File: src/rtl/target_ibi_scheduler_pkg.sv
// Shared types and constants for the target IBI / Hot-Join scheduler.
//   ibi_sched_state_e : scheduler FSM states
//   ibi_status_e      : completion status reported with the IBI status pulse
//   HOT_JOIN_ADDR     : reserved address arbitrated during Hot-Join
package target_ibi_scheduler_pkg;

    typedef enum logic [2:0] {
        IDLE,
        WAIT_BUS,
        REQ,
        WAIT_DONE,
        REPORT
    } ibi_sched_state_e;

    typedef enum logic [1:0] {
        IBI_ACK   = 2'd0,
        IBI_NACK  = 2'd1,
        IBI_ABORT = 2'd2
    } ibi_status_e;

    localparam logic [6:0] HOT_JOIN_ADDR = 7'h02;

endpackage

File: src/rtl/target_ibi_scheduler.sv
// Target-initiated bus request scheduler (IBI and Hot-Join).
// Waits for the bus condition, offers the request to the target bus FSM,
// counts NACK retries and reports a one-cycle completion status for IBIs.
// Ports:
//   clk_i, rst_ni              clock, asynchronous active-low reset
//   ibi_enable_i               IBI enable
//   ibi_retry_num_i            extra attempts allowed after a NACK
//   dyn_addr_valid_i/dyn_addr_i dynamic address state
//   hj_enable_i, hj_req_i      Hot-Join permission and one-cycle request
//   ibi_req_valid_i/_ready_o   IBI queue head handshake (ready = pop pulse)
//   bus_available_i/bus_idle_i bus timer conditions
//   bus_start_det_i            controller START seen while offering
//   req_valid_o/req_ready_i    request handshake towards the bus FSM
//   req_addr_o, req_is_hj_o    address and kind of the offered request
//   done_i, acked_i, arb_lost_i attempt completion from the bus FSM
//   ibi_status_valid_o/_o, ibi_attempts_o  IBI completion report
//   hj_pending_o               Hot-Join outstanding
module target_ibi_scheduler
    import target_ibi_scheduler_pkg::*;
#(
    parameter int unsigned RETRY_W   = 3,
    parameter int unsigned ATTEMPT_W = 4
) (
    input  logic                 clk_i,
    input  logic                 rst_ni,
    input  logic                 ibi_enable_i,
    input  logic [RETRY_W-1:0]   ibi_retry_num_i,
    input  logic                 dyn_addr_valid_i,
    input  logic [6:0]           dyn_addr_i,
    input  logic                 hj_enable_i,
    input  logic                 hj_req_i,
    input  logic                 ibi_req_valid_i,
    output logic                 ibi_req_ready_o,
    input  logic                 bus_available_i,
    input  logic                 bus_idle_i,
    input  logic                 bus_start_det_i,
    output logic                 req_valid_o,
    input  logic                 req_ready_i,
    output logic [6:0]           req_addr_o,
    output logic                 req_is_hj_o,
    input  logic                 done_i,
    input  logic                 acked_i,
    input  logic                 arb_lost_i,
    output logic                 ibi_status_valid_o,
    output logic [1:0]           ibi_status_o,
    output logic [ATTEMPT_W-1:0] ibi_attempts_o,
    output logic                 hj_pending_o
);

    localparam logic [ATTEMPT_W-1:0] ATTEMPT_MAX = ATTEMPT_W'(2 ** RETRY_W);

    ibi_sched_state_e       r_state;
    logic                   r_kind_hj;
    logic [ATTEMPT_W-1:0]   r_attempts;
    logic                   r_hj_pending;
    logic                   r_req_valid;
    logic [6:0]             r_req_addr;
    logic                   r_req_is_hj;
    logic                   r_status_valid;
    logic                   r_pop;
    ibi_status_e            r_status;
    logic [ATTEMPT_W-1:0]   r_attempts_out;

    logic                   w_start_ibi;
    logic                   w_start_hj;
    logic                   w_hj_ack;
    logic                   w_retry_ok;
    logic [ATTEMPT_W-1:0]   w_attempt_inc;
    logic [ATTEMPT_W-1:0]   w_attempt_dec;

    assign w_start_ibi   = dyn_addr_valid_i & ibi_enable_i & ibi_req_valid_i;
    assign w_start_hj    = r_hj_pending & ~dyn_addr_valid_i;
    assign w_hj_ack      = (r_state == WAIT_DONE) & r_kind_hj & done_i & acked_i;
    // Retry limit is read live so a CSR change applies to the next decision.
    assign w_retry_ok    = (r_attempts <= ATTEMPT_W'(ibi_retry_num_i)) & ibi_enable_i;
    assign w_attempt_inc = (r_attempts == ATTEMPT_MAX) ? r_attempts
                                                       : r_attempts + ATTEMPT_W'(1);
    assign w_attempt_dec = (r_attempts == '0) ? '0 : r_attempts - ATTEMPT_W'(1);

    // Hot-Join request flag; any clearing condition wins over a new request.
    always_ff @(posedge clk_i or negedge rst_ni) begin
        if (!rst_ni) begin
            r_hj_pending <= 1'b0;
        end else if (w_hj_ack || dyn_addr_valid_i || !hj_enable_i) begin
            r_hj_pending <= 1'b0;
        end else if (hj_req_i) begin
            r_hj_pending <= 1'b1;
        end
    end

    always_ff @(posedge clk_i or negedge rst_ni) begin
        if (!rst_ni) begin
            r_state        <= IDLE;
            r_kind_hj      <= 1'b0;
            r_attempts     <= '0;
            r_req_valid    <= 1'b0;
            r_req_addr     <= '0;
            r_req_is_hj    <= 1'b0;
            r_status_valid <= 1'b0;
            r_pop          <= 1'b0;
            r_status       <= IBI_ACK;
            r_attempts_out <= '0;
        end else begin
            // Report outputs are single-cycle pulses set only on REPORT entry.
            r_status_valid <= 1'b0;
            r_pop          <= 1'b0;
            r_status       <= IBI_ACK;
            r_attempts_out <= '0;
            case (r_state)
                IDLE: begin
                    if (w_start_ibi) begin
                        r_state    <= WAIT_BUS;
                        r_kind_hj  <= 1'b0;
                        r_attempts <= '0;
                    end else if (w_start_hj) begin
                        r_state    <= WAIT_BUS;
                        r_kind_hj  <= 1'b1;
                        r_attempts <= '0;
                    end
                end
                WAIT_BUS: begin
                    if (r_kind_hj) begin
                        if (!r_hj_pending) begin
                            r_state <= IDLE;
                        end else if (bus_idle_i) begin
                            r_state     <= REQ;
                            r_req_valid <= 1'b1;
                            r_req_addr  <= HOT_JOIN_ADDR;
                            r_req_is_hj <= 1'b1;
                        end
                    end else if (!ibi_enable_i) begin
                        r_state        <= REPORT;
                        r_status_valid <= 1'b1;
                        r_pop          <= 1'b1;
                        r_status       <= IBI_ABORT;
                        r_attempts_out <= r_attempts;
                    end else if (bus_available_i) begin
                        r_state     <= REQ;
                        r_req_valid <= 1'b1;
                        r_req_addr  <= dyn_addr_i;
                        r_req_is_hj <= 1'b0;
                    end
                end
                REQ: begin
                    if (req_ready_i) begin
                        r_state     <= WAIT_DONE;
                        r_req_valid <= 1'b0;
                        r_attempts  <= w_attempt_inc;
                    end else if (bus_start_det_i) begin
                        // Controller won the bus before we drove SDA: back off, no attempt used.
                        r_state     <= WAIT_BUS;
                        r_req_valid <= 1'b0;
                    end
                end
                WAIT_DONE: begin
                    if (done_i) begin
                        if (acked_i) begin
                            if (r_kind_hj) begin
                                r_state <= IDLE;
                            end else begin
                                r_state        <= REPORT;
                                r_status_valid <= 1'b1;
                                r_pop          <= 1'b1;
                                r_status       <= IBI_ACK;
                                r_attempts_out <= r_attempts;
                            end
                        end else if (arb_lost_i) begin
                            r_state    <= WAIT_BUS;
                            r_attempts <= w_attempt_dec;
                        end else if (r_kind_hj || w_retry_ok) begin
                            r_state <= WAIT_BUS;
                        end else begin
                            r_state        <= REPORT;
                            r_status_valid <= 1'b1;
                            r_pop          <= 1'b1;
                            r_status       <= ibi_enable_i ? IBI_NACK : IBI_ABORT;
                            r_attempts_out <= r_attempts;
                        end
                    end
                end
                REPORT: begin
                    r_state <= IDLE;
                end
                default: begin
                    r_state <= IDLE;
                end
            endcase
        end
    end

    assign ibi_req_ready_o    = r_pop;
    assign req_valid_o        = r_req_valid;
    assign req_addr_o         = r_req_addr;
    assign req_is_hj_o        = r_req_is_hj;
    assign ibi_status_valid_o = r_status_valid;
    assign ibi_status_o       = r_status;
    assign ibi_attempts_o     = r_attempts_out;
    assign hj_pending_o       = r_hj_pending;

endmodule

File: config.mk
export PLATFORM = sky130hd
export DESIGN_NAME = target_ibi_scheduler
export DESIGN_NICKNAME = d
export VERILOG_FILES = /design/src/rtl/target_ibi_scheduler_pkg.sv /design/src/rtl/target_ibi_scheduler.sv
export SDC_FILE = /design/constraint.sdc
export NUM_CORES = 1
export LEC_CHECK = 0
export BUFFER_PORTS_ARGS = -buffer_cell sky130_fd_sc_hd__buf_2
export CORE_ASPECT_RATIO = 1.75
export CORE_MARGIN = 2
export CORE_UTILIZATION = 45
export CTS_BUF_LIST = sky130_fd_sc_hd__clkbuf_8 sky130_fd_sc_hd__clkbuf_16
export DETAILED_ROUTE_END_ITERATION = 8
export PLACE_DENSITY = 0.75
export SETUP_SLACK_MARGIN = 0.4
export SKIP_LAST_GASP = 1
export SYNTH_ARGS = -nofsm -noshare
export SYNTH_HDL_FRONTEND = slang
export SYNTH_SLANG_ARGS = --single-unit
File: constraint.sdc
create_clock -name clk_i -period 2.1 [get_ports clk_i]
set_clock_uncertainty 0.05 [all_clocks]
set_input_delay 0.105 -clock clk_i [delete_from_list [all_inputs] [get_ports clk_i]]
set_output_delay 0.105 -clock clk_i [all_outputs]
set_load 0.1 [all_outputs]
* Word-level counts from Yosys, hierarchy flattened
Index checks and enable logic that the tools add are counted.
Storage, ports and cells: bits in registers 25, input bits 24, output and inout port bits 18
Operators by class: add/subtract/negate cells 2, $lt $le $gt $ge 1, equality and inequality tests 19, muxes and demuxes 68, bitwise operators 8, reduce and logical (&&, ||, !) cells 17
Operator list (count):
- $mux 4 | 15
- $mux 3 | 14
- $mux 7 | 5
- $mux 1 | 21
- $ne 3x3->1 const B | 6
- $mux 2 | 7
- $ne 2x2->1 const B | 6
- $pmux 3 s4 | 1
- $pmux 4 s3 | 1
- $reduce_and 5->1 | 2
- $reduce_bool 2->1 | 5
- $ne 4x4->1 const B | 2
- $pmux 4 s2 | 1
- $and 1x1->1 | 7
- $reduce_and 7->1 | 1
- $eq 3x2->1 const B | 2
- $reduce_and 6->1 | 1
- $add 4x1->4 const B | 1
- $eq 4x4->1 const B | 1
- $le 4x3->1 | 1
- $logic_not 4->1 | 1
- $pmux 1 s2 | 2
- $pmux 2 s2 | 1
- $sub 4x1->4 const B | 1
- other kinds (8) | 10

* Longest topological paths before layout
Gate-level depths: netlist of the first run.
word-level depth 8, mapped depth 7, depth with buffers taken out 7

* Least setup slack after synthesis of the first run
No wires, ideal clock.
kind register to register, from reg r_hj_pending, in the netlist hj_pending_o, to reg r_attempts[3], library setup time 0.125 ns, data arrival time 1.808 ns, data required time 1.925 ns, path slack 0.117 ns, cell stages (with the launch flop) 5, buffers on the path 0, clock period less this slack 1.983 ns, cells stage by stage dfrtp_1 -> nor2b_1 -> o32a_4 -> nand3_4 -> mux2_4
Between the ends: longest elaborated chain between the ends 3
RTL lines:
- from (decl) | line target_ibi_scheduler.sv:55 | logic r_hj_pending;
- from (signal assigned) | line target_ibi_scheduler.sv:83 | r_hj_pending <= 1'b0;
- from (signal assigned) | line target_ibi_scheduler.sv:85 | r_hj_pending <= 1'b0;
- from (signal assigned) | line target_ibi_scheduler.sv:87 | r_hj_pending <= 1'b1;
- $and 1x1->1 | line target_ibi_scheduler.sv:72 | assign w_start_hj = r_hj_pending & ~dyn_addr_valid_i;
- $ne 3x3->1 (no line)
- $reduce_and 7->1 (no line)
- to (signal assigned) | line target_ibi_scheduler.sv:148 | r_attempts <= w_attempt_inc;
- to (signal assigned) | line target_ibi_scheduler.sv:169 | r_attempts <= w_attempt_dec;
- to (decl) | line target_ibi_scheduler.sv:54 | logic [ATTEMPT_W-1:0] r_attempts;
No other way between the ends. A chain may end at the register's enable or synchronous reset.

* Final worst setup path of the first run
from reg r_attempts[0], to reg r_attempts[3]
Between the ends: longest elaborated chain between the ends 6, elaborated cells on any way between the ends 13
RTL lines:
- $sub 4x1->4 or $logic_not 4->1 (tied branches) | line target_ibi_scheduler.sv:78 | assign w_attempt_dec = (r_attempts == '0) ? '0 : r_attempts - ATTEMPT_W'(1);
- $mux 4 | line target_ibi_scheduler.sv:78
- $mux 4 | line target_ibi_scheduler.sv:167 | end else if (arb_lost_i) begin
- $mux 4 | line target_ibi_scheduler.sv:157 | if (acked_i) begin
- $mux 4 | line target_ibi_scheduler.sv:156 | if (done_i) begin
- $pmux 4 s3 | line target_ibi_scheduler.sv:109 | case (r_state)
Parallel ways exist; a longest one is shown, timed or not. The select of a mux whose other input is x is not followed.

==> summary.md, run 1 <==
Summed over all nets, the switching power comes to 1.504 mW. For the number of buffers between clock root and the deepest sink, the log shows 2. Walking the worst path, the cells encountered are inv_2, buf_6, ha_4, nor4bb_4, a211oi_2, nand3_4, mux2_4.

The run gives 36 as the detailed router's first-iteration violation count. Synthesis inferred 25 register bits. For this run, the total global-route usage over all layers was measured as 22.85%. The critical path is of the flip-flop to flip-flop type.

The total number of H-tree levels is 1. The mean routed wirelength per cell was 15.71 um; the number of enable-type register cells in the synthesized netlist was 0. For the via count of the first global-routing pass, the log shows 1424. The tools report the area of all placed cells without fillers as 1976 um^2. The tools report the setup TNS after final layout as 0 ns. The arrival time reported for the critical path endpoint came out at 1.95 ns. In this run, flip-flops and latches consume 25.3% of the power.

For the pin with the worst max-slew slack, the measured transition is 0.5741 ns. The floorplan step set the die width to 47.03 um. The total power density per cell area came out at 1377 nW/um^2.

The critical-path cell with the highest stage delay is sky130_fd_sc_hd__dfrtp_1. Max-cap violations in this run came to 0. The synthesized netlist cell count came out at 159. The post-synthesis area per instance came out at 9.168 um^2. The tools report the relative contribution of combinational cells to total power as 63.8%.

For the final standard cell count with taps included and fillers excluded, the log shows 257. Derived from the worst setup path, the maximum achievable clock frequency is 545.0 MHz. The library cells used most frequently in the layout, excluding fill and tap cells, are sky130_fd_sc_hd__buf_2 (41), sky130_fd_sc_hd__dfrtp_1 (21), sky130_fd_sc_hd__buf_4 (16), sky130_fd_sc_hd__nand2_1 (15). Synthesis instantiated 43 different standard cells from the library.

The most instantiated flip-flop cell in the synthesis netlist is sky130_fd_sc_hd__dfrtp_1. The peak fanout along the critical path is 7, and the core box area is 3108 um^2. Clock root buffer master: sky130_fd_sc_hd__clkbuf_8. Setup slack closes at 0.2651 ns.

The instance area after placement is 1733 um^2. Setup repair after global routing could not meet its margin everywhere. Setup violations remaining at the end of the flow were counted as 0. The most common library cell in the layout ignoring fill and taps was sky130_fd_sc_hd__buf_2. The number of max-slew violations in the final report was 0. The worst-case IR drop observed on VDD is 0.0006474 V.

The fraction of power spent switching nets was 55.28%. The delay of the slowest cell on the worst path works out to 0.40 ns. The mapped netlist covers 1458 um^2.

The die covers 3729 um^2. The floorplan has 27 rows. The total nets after synthesis is 188. The worst hold path belongs to the class input port to flip-flop. The pin count of the biggest net entering global routing was 26; the part of the total power dissipated in the clock network was 10.9%.

Internal power comes to 1.217 mW. After synthesis, the share of flip-flops with an asynchronous set or reset is 100.0%. The logs give 1405 for the total vias in the final route and 0 for the post-route antenna net violation count. The Yosys step of the flow raised 0 warnings. The via count normalized by instance count came out at 5.467.

The tools report the placer congestion estimate as 0.8647. The fraction of layout instances using a drive strength above 1 was 41.59%. Grouping stages by cell kind, the critical path spends the most delay in flip-flops.

Detailed placement finished with a half-perimeter wire length of 2813 um. Together, buffers and inverters on the worst path number 2. Wires add up to 4037 um. In this run the tightest slew margin relative to its limit is 61.72%.

The tools report the critical path required time as 2.22 ns. Counting the fill cells in the layout gives 272. Clock-pin slew was measured on the worst setup and hold paths at 0.09 ns. The number of antenna diodes in the final layout is 0.

In the final design database the tool counted 244 nets. At the later pin of the worst-skew pair, clock insertion delay measures 0.28 ns. Input and output buffers added on the ports amount to 41. The tools report the global-route wire length before repair as 6072 um.

In the routed design, unresolved DRC markers number 0. In this run the static leakage power is 0.9469 nW. From synthesis to final layout, the design area changed by 35.54%. STA classifies the critical path startpoint as a flip-flop.

TritonCTS built the clock tree. The flow ran to the end, and the final reports show no timing, DRC or antenna violations. The height of the die was 79.29 um; the portion of the post-synthesis area used by sequential elements was 42.92%. After detailed placement, the design holds a cell count of 238.

The number of ports placed on the die boundary is 42, and the effective utilization at floorplan is 46.90%. Minimum clock period after layout: 1.835 ns. Counting every sink on the clock net gives 25. TritonCTS created 3 clock buffers. For this run, the detailed router's first-pass iteration total came to 4. The run gives 0 as the initial antenna violation count.

The remaining global-route overflow was 0. The type of destination of the critical path is a flip-flop. The tools report the pre-CTS setup slack as 0.1767 ns. For the number of hold violations in the final report, the log shows 0.

The worst hold slack across all endpoints is 0.007760 ns, and the final critical-path share of the clock period is 87.38%.
## flip-flops by register name (all words and copies together), names as in the netlist
register	cells
req_addr_o	7
req_valid_o	1
hj_pending_o	1
r_kind_hj	1
req_is_hj_o	1
ibi_status_o	2
r_attempts	4
ibi_req_ready_o	1
ibi_attempts_o	4
r_state	3
## cell families after synthesis
| family | Yosys count | synth area share [%] |
|---|---|---|
| adder cells (fa/ha/maj) | 5 | 4.292 |
| XOR/XNOR | 1 | 0.6010 |
| flip-flops | 25 | 42.92 |
| AND/OR/NAND/NOR | 66 | 24.98 |
| AO/OA/AOI/OAI | 41 | 19.57 |
| multiplexers | 2 | 1.802 |
| buffers and inverters | 19 | 5.837 |
## final timing paths
| path | from | endpoint | slack [ns] | cells after the start |
|---|---|---|---|---|
| setup reg to reg | r_attempts[0] | r_attempts[3] | 0.27 | 7 |
| max in group asynchronous | rst_ni | hj_pending_o | 1.27 | 2 |
| min in group asynchronous | rst_ni | ibi_attempts_o[3] | 0.30 | 2 |
| hold reg to reg | req_addr_o[0] | req_addr_o[0] | 0.43 | 2 |
| setup / recovery | r_attempts[0] | r_attempts[3] | 0.27 | 7 |
| hold / removal | dyn_addr_valid_i | hj_pending_o | 0.008 | 2 |
## per-stage QoR
stage,power [mW],util [%]
floorplan,2.012,-
global placement,2.235,55.76
detailed placement,2.277,55.76
CTS,2.667,61.39
global route,2.847,63.57
finish,2.721,63.57
## synthesized netlist by cell type, types with 2 or more instances
master | number | area, um^2
sky130_fd_sc_hd__dfrtp_1 | 25 | 625.6
sky130_fd_sc_hd__nand2_1 | 16 | 60.06
sky130_fd_sc_hd__o21ai_0 | 15 | 75.07
sky130_fd_sc_hd__nor2_1 | 13 | 48.80
sky130_fd_sc_hd__inv_1 | 11 | 41.29
sky130_fd_sc_hd__nand2b_1 | 8 | 50.05
sky130_fd_sc_hd__a21oi_1 | 7 | 35.03
sky130_fd_sc_hd__ha_1 | 5 | 62.56
sky130_fd_sc_hd__nand3_1 | 5 | 25.02
sky130_fd_sc_hd__nor2b_1 | 5 | 31.28
sky130_fd_sc_hd__clkbuf_1 | 4 | 15.01
sky130_fd_sc_hd__nor3_1 | 4 | 20.02
sky130_fd_sc_hd__a21o_1 | 3 | 22.52
sky130_fd_sc_hd__nand3b_1 | 3 | 22.52
sky130_fd_sc_hd__a22oi_1 | 2 | 15.01
sky130_fd_sc_hd__and3_1 | 2 | 12.51
sky130_fd_sc_hd__buf_2 | 2 | 10.01
sky130_fd_sc_hd__nor3b_1 | 2 | 15.01
sky130_fd_sc_hd__nor4b_1 | 2 | 17.52
sky130_fd_sc_hd__o32ai_1 | 2 | 17.52
## metal layers
layer  share of wire (%)  global-route usage (%)
met5                   0                       0
met4                 4.4                   15.56
met3                 4.0                   3.409
met2                  55                   42.33
met1                  36                   20.29
## power by group through the flow
stage          combinational, mW  clock (mW)  sequential, mW
3_3_place_gp                1.53           0           0.705
4_1_cts                     1.68       0.298           0.687
5_1_grt                     1.82       0.317           0.707
3_5_place_dp                1.56           0           0.712
6_report                    1.74       0.295           0.690
2_1_floorplan              0.626           0            1.39
## area by class of cell
cell class	instances	area, um^2	area share, %
Clock inverter	1	5.005	0.2533
Sequential cell	25	633.1	32.05
Inverter	11	41.29	2.090
Multi-Input combinational cell	115	854.6	43.26
Timing Repair Buffer	59	346.6	17.54
Clock buffer	3	41.29	2.090
Tap cell	43	53.80	2.723
## what timing repair did
action                     4_1_cts  5_1_grt
setup buffers                    9        5
pin swaps                        6       12
setup endpoints to repair       12       14
hold buffers                     1        0
gates resized for setup          9        8
hold endpoints to repair        25        0
Note: power is estimated with default switching activity, not from simulation.
==> run 2, diff against run 1 <==
--- a/config.mk
+++ b/config.mk
@@ -6,12 +6,14 @@
 export NUM_CORES = 1
 export LEC_CHECK = 0
 export BUFFER_PORTS_ARGS = -buffer_cell sky130_fd_sc_hd__buf_2
+export CELL_PAD_IN_SITES_DETAIL_PLACEMENT = 0
+export CELL_PAD_IN_SITES_GLOBAL_PLACEMENT = 1
 export CORE_ASPECT_RATIO = 1.75
 export CORE_MARGIN = 2
-export CORE_UTILIZATION = 45
+export CORE_UTILIZATION = 38
 export CTS_BUF_LIST = sky130_fd_sc_hd__clkbuf_8 sky130_fd_sc_hd__clkbuf_16
 export DETAILED_ROUTE_END_ITERATION = 8
-export PLACE_DENSITY = 0.75
+export PLACE_DENSITY = 0.83
 export SETUP_SLACK_MARGIN = 0.4
 export SKIP_LAST_GASP = 1
 export SYNTH_ARGS = -nofsm -noshare
==> summary.md, run 2 (same netlist as run 1, synthesis figures left out) <==
The total of max-cap violations is 0 (unchanged), and the total power density per cell area is 1368 nW/um^2 (-0.67%). The remaining global-route overflow is 0 (unchanged), and the relative contribution of combinational cells to total power is 63.5% (-0.3 points). Arrival time reported for the critical path endpoint: 1.91 ns (-0.04 ns). The horizontal die dimension is 50.82 um (+8.1%), and the register clock-pin slew on the reported worst setup and hold paths is 0.10 ns (about the same). The number of endpoints failing setup at the final stage was 0 (unchanged); the actual transition at the worst max-transition pin was 0.5882 ns (+0.01409 ns). The area growth from synthesis to layout is 37.94%. The number of ports placed on the die boundary was 42 (unchanged); the via count of the first global-routing pass was 1433 (+0.63%).

TritonCTS built the clock tree. The via count normalized by instance count was 5.519 (+0.96%); the delay of the slowest cell on the worst path was 0.41 ns (about the same). The tools report the worst voltage drop across the vdd grid as 0.0008553 V (+32%). Total vias in the final route: 1435 (+2.1%). The global-route wire length before repair is 6334 um (+4.3%), and the peak fanout along the critical path is 6 (-1).

The port buffer count was 41 (unchanged). The height of the die was 85.93 um (+8.4%). The critical path goes through inv_2, ha_4, inv_2, a2111oi_4, o21ai_2, a22oi_2, buf_6, nor2b_1. Global-route usage over all layers: 18.63% (-4.2 points).

The tools report the part of the total power dissipated in the clock network as 11.4% (+0.5 points). Part of the power in registers: 25.2% (about the same). The tools report the number of buffers between clock root and the deepest sink as 2 (unchanged).

The run finished with clean final reports. For the post-route antenna net violation count, the log shows 0 (unchanged). The flip-flop count of the largest register, all copies and words added was 7 (unchanged); the minimum clock period after layout was 1.789 ns (-0.04544 ns). The smallest setup slack after layout is 0.3106 ns (+0.04545 ns), and the final wirelength is 4006 um (-0.77%). Setup repair after global routing could not meet its margin everywhere.

The multi-input logic area is 883.3 um^2 (+3.4%). The fraction of layout instances using a drive strength above 1 is 44.39% (+2.8 points), and the count of inserted antenna diode cells is 0 (unchanged). The run gives 3 (unchanged) as the number of buffers created by CTS. The initial antenna violation count is 0 (unchanged). The worst register-to-register path ends at ibi_attempts_o[3]. The tools report the internal cell power as 1.226 mW (+0.73%). The total DRC errors in the routed layout came out at 0 (unchanged).

The tools report the sort of element at the start of the critical path as a flip-flop. For the detailed router's first-iteration violation count, the log shows 24 (-33%). Clock root buffer master: sky130_fd_sc_hd__clkbuf_8.

The effective utilization at floorplan is 39.77% (-7.1 points). The pre-CTS setup slack came out at 0.07618 ns (-0.1006 ns). The tools report the clock network latency to the later pin of the worst-skew pair as 0.27 ns (about the same). The full die area was 4367 um^2 (+17%); the tightest slew margin relative to the limit was 60.79% (-0.94 points).

The run gives 244 (unchanged) as the number of nets at the end of the flow. The tools report the instance area after placement as 1737 um^2 (+0.22%). Number of fill cells: 323 (+19%).

The number of hold violations in the final report is 0 (unchanged), and the half-perimeter wire length of the detailed placement result is 2703 um (-3.9%). The tools report the core box area as 3665 um^2 (+18%). The instance count along the most critical hold path works out to 2 (unchanged).

The tools report the sequential cell area as 631.9 um^2 (-0.20%). For the number of max-slew violations in the final report, the log shows 0 (unchanged). The count of TritonRoute iterations in the first routing pass is 4 (unchanged), and the worst reg-to-reg setup slack is 0.31 ns (+0.05 ns). Mean routed wirelength per cell: 15.41 um (-1.9%). For the net switching power figure, the log shows 1.525 mW (+1.4%). The launching element of the worst setup path was r_attempts[0].

The final critical-path share of the clock period was 85.21% (-2.2 points). Type of destination of the critical path: a flip-flop. The path class of the tightest hold or removal check is input port to flip-flop.

The run gives 26 (unchanged) as the pin count of the biggest net entering global routing. Leaving out fill and tap cells, the most frequent cells in the layout are sky130_fd_sc_hd__buf_2 (41), sky130_fd_sc_hd__dfrtp_1 (22), sky130_fd_sc_hd__buf_4 (16), sky130_fd_sc_hd__nand2_1 (15), sky130_fd_sc_hd__o21ai_0 (13). The category of the most critical setup path was flip-flop to flip-flop. The placer congestion estimate came out at 0.9685 (+12%). The tools report the area of all placed cells without fillers as 2011 um^2 (+1.8%). The most common library cell in the layout ignoring fill and taps is sky130_fd_sc_hd__buf_2. For the total number of H-tree levels, the log shows 1 (unchanged). The tools report the maximum clock frequency as 558.8 MHz (+2.5%).

The critical path required time is 2.22 ns (about the same). Number of cell instances on the worst register-to-register path: 8 (+1). For hold timing, the worst endpoint is hj_pending_o. The worst register-to-register path begins at r_attempts[0]. The run gives 0.9622 nW (+1.6%) as the leakage power total. For the clock sink count, the log shows 25 (unchanged).

The most numerous cell type found on the critical path is sky130_fd_sc_hd__inv_2. The fraction of power spent switching nets is 55.44% (+0.16 points). The worst hold path begins at dyn_addr_valid_i.

The tools report the setup TNS after final layout as 0 ns (unchanged). Among all stages on the critical path, the largest delay is contributed by sky130_fd_sc_hd__dfrtp_1. The number of standard-cell rows in the floorplan came out at 29 (+7.4%).

The cell family with the largest share of critical-path delay was compound AO/OA/AOI/OAI gates. The buffering stage count on the worst path with inverters included came out at 3 (+1).
run 2: worst register-to-register path: stages, from the launching register on:
cell,delay (ns)
sky130_fd_sc_hd__dfrtp_1,0.41
sky130_fd_sc_hd__inv_2,0.13
sky130_fd_sc_hd__ha_4,0.15
sky130_fd_sc_hd__inv_2,0.04
sky130_fd_sc_hd__a2111oi_4,0.40
sky130_fd_sc_hd__o21ai_2,0.12
sky130_fd_sc_hd__a22oi_2,0.18
sky130_fd_sc_hd__buf_6,0.16
sky130_fd_sc_hd__nor2b_1,0.05
run 2: metrics by stage:
step	power [mW]	hold WS, ns	utilization [%]	instances
finish	2.750	0.01057	54.87	260
global route	2.883	0.02349	54.87	260
CTS	2.682	0.01219	52.99	256
detailed placement	2.262	0.08241	47.39	241
global placement	2.249	0.07227	47.39	241
floorplan	2.012	-0.2406	-	159
run 2: per-layer routing:
metal | part of all wire, % | GRT usage, % | vias up
li1 | - | - | 666
met1 | 37 | 19.76 | 705
met2 | 55 | 35.17 | 56
met3 | 5.4 | 2.787 | 8
met4 | 2.4 | 8.108 | 0
met5 | 0 | 0 | -
run 2: area by class of cell:
class / instances / share of cell area, %
Inverter: 11 / 2.054
Sequential cell: 25 / 31.42
Tap cell: 46 / 2.862
Clock buffer: 3 / 2.054
Multi-Input combinational cell: 115 / 43.93
Clock inverter: 1 / 0.4356
Timing Repair Buffer: 59 / 17.24
run 2: power by group through the flow:
| stage | Combinational (mW) | Clock (mW) | Sequential, mW |
|---|---|---|---|
| finish | 1.75 | 0.312 | 0.692 |
| global route | 1.85 | 0.330 | 0.706 |
| CTS | 1.68 | 0.316 | 0.689 |
| detailed placement | 1.55 | 0 | 0.714 |
| global placement | 1.54 | 0 | 0.708 |
| floorplan | 0.626 | 0 | 1.39 |
run 2: how the worst max path moves through the flow:
stage,end,slack [ns],cells after the start
after floorplan,r_attempts[3],0.38,6
after global placement,ibi_attempts_o[1],0.10,6
after detailed placement,ibi_attempts_o[1],0.08,6
after CTS,r_attempts[3],0.35,6
after global routing,ibi_attempts_o[3],0.25,8
final,ibi_attempts_o[3],0.31,8
run 2: what timing repair did:
item	in CTS	in global routing
gates cloned	0	0
pin swaps	6	6
buffers inserted	10	4
hold endpoints to repair	25	0
hold buffers	1	0
resized for setup	14	11
setup endpoints to repair	12	13
==> run 3, diff against run 2 <==
--- a/config.mk
+++ b/config.mk
@@ -13,6 +13,7 @@
 export CORE_UTILIZATION = 38
 export CTS_BUF_LIST = sky130_fd_sc_hd__clkbuf_8 sky130_fd_sc_hd__clkbuf_16
 export DETAILED_ROUTE_END_ITERATION = 8
+export MAX_ROUTING_LAYER = met4
 export PLACE_DENSITY = 0.83
 export SETUP_SLACK_MARGIN = 0.4
 export SKIP_LAST_GASP = 1
==> constraint.sdc (replaced) <==
create_clock -name clk_i -period 2.1 [get_ports clk_i]
set_clock_uncertainty 0.05 [all_clocks]
set_input_delay 0.105 -clock clk_i [delete_from_list [all_inputs] [get_ports clk_i]]
set_output_delay 0.105 -clock clk_i [all_outputs]
set_load 0.01 [all_outputs]
==> summary.md, run 3 (same netlist as run 1, synthesis figures left out) <==
The critical path goes through buf_6, ha_4, a2111oi_4, o21ai_1, a22oi_2, buf_4, inv_1. The total power density per cell area is 990.9 nW/um^2 (-28%). The global-route wire length before repair is 6292 um (-0.66%), and the worst voltage drop across the vdd grid is 0.0004324 V (-49%). The run gives 0 (unchanged) as the number of endpoints failing setup at the final stage. The tools report the detailed router's first-iteration violation count as 58 (+140%). The run gives 4367 um^2 (unchanged) as the full die area. The worst hold path belongs to the class input port to flip-flop. The critical-path cell with the highest stage delay was sky130_fd_sc_hd__dfrtp_1.

The horizontal die dimension is 50.82 um (unchanged), and the remaining global-route overflow is 0 (unchanged). The arrival time reported for the critical path endpoint is 1.91 ns (about the same). The critical path is of the flip-flop to flip-flop type. TritonCTS built the clock tree. The depth of the critical timing path with buffers and inverters included is 7 (-1), and the total of max-cap violations is 0 (unchanged).

The delay of the slowest cell on the worst path is 0.42 ns (about the same). The instance area after placement is 1749 um^2 (+0.72%), and the post-route antenna net violation count is 0 (unchanged). The global-route usage over all layers was 19.32% (+0.69 points); the clock sink count was 25 (unchanged). The run gives 62.06% (+1.3 points) as the tightest slew margin relative to the limit. The tools report the smallest setup slack after layout as 0.2922 ns (-0.01832 ns).

Setup repair after global routing could not meet its margin everywhere. Sort of element at the start of the critical path: a flip-flop. The tools report the area of all placed cells without fillers as 2059 um^2 (+2.4%). For the effective utilization at floorplan, the log shows 39.77% (unchanged). The logs give 3 (unchanged) for the number of buffers created by CTS and 553.2 MHz (-1.0%) for the maximum clock frequency.

The count of inserted antenna diode cells was 0 (unchanged); the number of nets at the end of the flow was 254 (+4.1%). The core box area came out at 3665 um^2 (unchanged). The run gives 0 (unchanged) as the total DRC errors in the routed layout. The worst setup path is captured at a flip-flop. Total number of H-tree levels: 1 (unchanged). The minimum clock period after layout is 1.808 ns (+0.01832 ns), and the actual transition at the worst max-transition pin is 0.5691 ns (-0.01913 ns).

Compared with the post-synthesis result, the final layout area differs by 41.29%. The number of cell instances on the worst register-to-register path came out at 7 (-1). The mean routed wirelength per cell came out at 14.89 um (-3.4%). The flip-flop count of the largest register, all copies and words added came out at 7 (unchanged). The instance count along the most critical hold path came out at 3 (+1).

The via count normalized by instance count came out at 5.300 (-4.0%). The number of max-slew violations in the final report is 0 (unchanged), and the peak fanout along the critical path is 2 (-4). The register clock-pin slew on the reported worst setup and hold paths works out to 0.09 ns (about the same). The critical path required time was 2.21 ns (about the same).

Pre-CTS setup slack: 0.1967 ns (+0.1206 ns). The port buffer count works out to 41 (unchanged). The via count of the first global-routing pass is 1422 (-0.77%). The setup TNS after final layout is 0 ns (unchanged), and the height of the die is 85.93 um (unchanged). Pin count of the biggest net entering global routing: 26 (unchanged).

The number of buffers between clock root and the deepest sink is 2 (unchanged), and the total vias in the final route is 1431 (-0.28%). The top cell types in the final layout, fill and taps aside, are sky130_fd_sc_hd__buf_2 (41), sky130_fd_sc_hd__dfrtp_1 (23), sky130_fd_sc_hd__buf_4 (21), sky130_fd_sc_hd__nand2_1 (15), sky130_fd_sc_hd__o21ai_0 (14). The final critical-path share of the clock period works out to 86.08% (+0.87 points).

The flow ran to the end, and the final reports show no timing, DRC or antenna violations. The buffering stage count on the worst path with inverters included came out at 3 (unchanged). The logs give 4 (unchanged) for the count of TritonRoute iterations in the first routing pass and 2790 um (+3.2%) for the half-perimeter wire length of the detailed placement result. The root buffer cell chosen for the clock tree is sky130_fd_sc_hd__clkbuf_8. The final wirelength came out at 4020 um (+0.35%). For the number of hold violations in the final report, the log shows 0 (unchanged).

The clock network latency to the later pin of the worst-skew pair is 0.27 ns (about the same), and the number of ports placed on the die boundary is 42 (unchanged). The fraction of layout instances using a drive strength above 1 was 44.20% (-0.20 points); the number of standard-cell rows in the floorplan was 29 (unchanged). The initial antenna violation count was 0 (unchanged); the leakage power total was 1.001 nW (+4.1%). The placer congestion estimate is 0.8557 (-12%). The library cell used most frequently in the layout, excluding fill and tap cells, is sky130_fd_sc_hd__buf_2. Among cell families on the critical path, the largest total delay comes from compound AO/OA/AOI/OAI gates.
## run 3: metrics by stage
step                hold WS [ns]  cells  power (mW)  util, %
floorplan                -0.2406    159       1.314        -
CTS                      0.03965    257       1.924    52.44
detailed placement       0.08506    243       1.570    47.73
global route             0.04856    270       2.198    56.20
finish                   0.04218    270       2.041    56.20
global placement         0.06891    243       1.553    47.73
## run 3: worst reg2reg max path, stage by stage, from the launching register on
cell and delay, ns:
sky130_fd_sc_hd__dfrtp_1 0.42, sky130_fd_sc_hd__buf_6 0.13, sky130_fd_sc_hd__ha_4 0.22, sky130_fd_sc_hd__a2111oi_4 0.32, sky130_fd_sc_hd__o21ai_1 0.13, sky130_fd_sc_hd__a22oi_2 0.22, sky130_fd_sc_hd__buf_4 0.14, sky130_fd_sc_hd__inv_1 0.05
## run 3: worst paths after layout
| check | from | end | slack, ns |
|---|---|---|---|
| max | r_attempts[1] | r_state[2] | 0.29 |
| min | dyn_addr_i[4] | req_addr_o[4] | 0.04 |
| max reg2reg | r_attempts[1] | r_state[2] | 0.29 |
| min reg2reg | req_addr_o[4] | req_addr_o[4] | 0.43 |
| max in group asynchronous | rst_ni | r_state[0] | 1.28 |
| min in group asynchronous | rst_ni | req_addr_o[5] | 0.30 |
## run 3: cell type report
type,count,area (um^2)
clock buffer,3,41.29
clock inverter,1,5.005
fill,335,1605
inverter,11,43.79
multi-input combinational,115,850.8
sequential,25,628.1
tap,46,57.56
timing repair buffer,69,432.9
## run 3: routing by layer
layer | wire length, um | track usage [%] | vias up
met5 | 0 | - | -
met4 | 112 | 9.582 | 0
met3 | 142 | 2.265 | 10
met2 | 2260 | 34.93 | 41
met1 | 1505 | 20.11 | 693
li1 | - | - | 687
## run 3: power by group
| group | leakage [nW] | switching, mW | internal [mW] |
|---|---|---|---|
| registers | 0.329 | 0.105 | 0.612 |
| logic | 0.647 | 0.526 | 0.512 |
| clock network | 0.0255 | 0.154 | 0.133 |
## run 3: timing repair
action | CTS | global route
resized for setup | 10 | 12
setup endpoints to repair | 15 | 21
setup buffers | 8 | 13
gates cloned | 0 | 0
hold buffers | 2 | 0
hold endpoints to repair | 26 | 0
pin swaps | 13 | 8
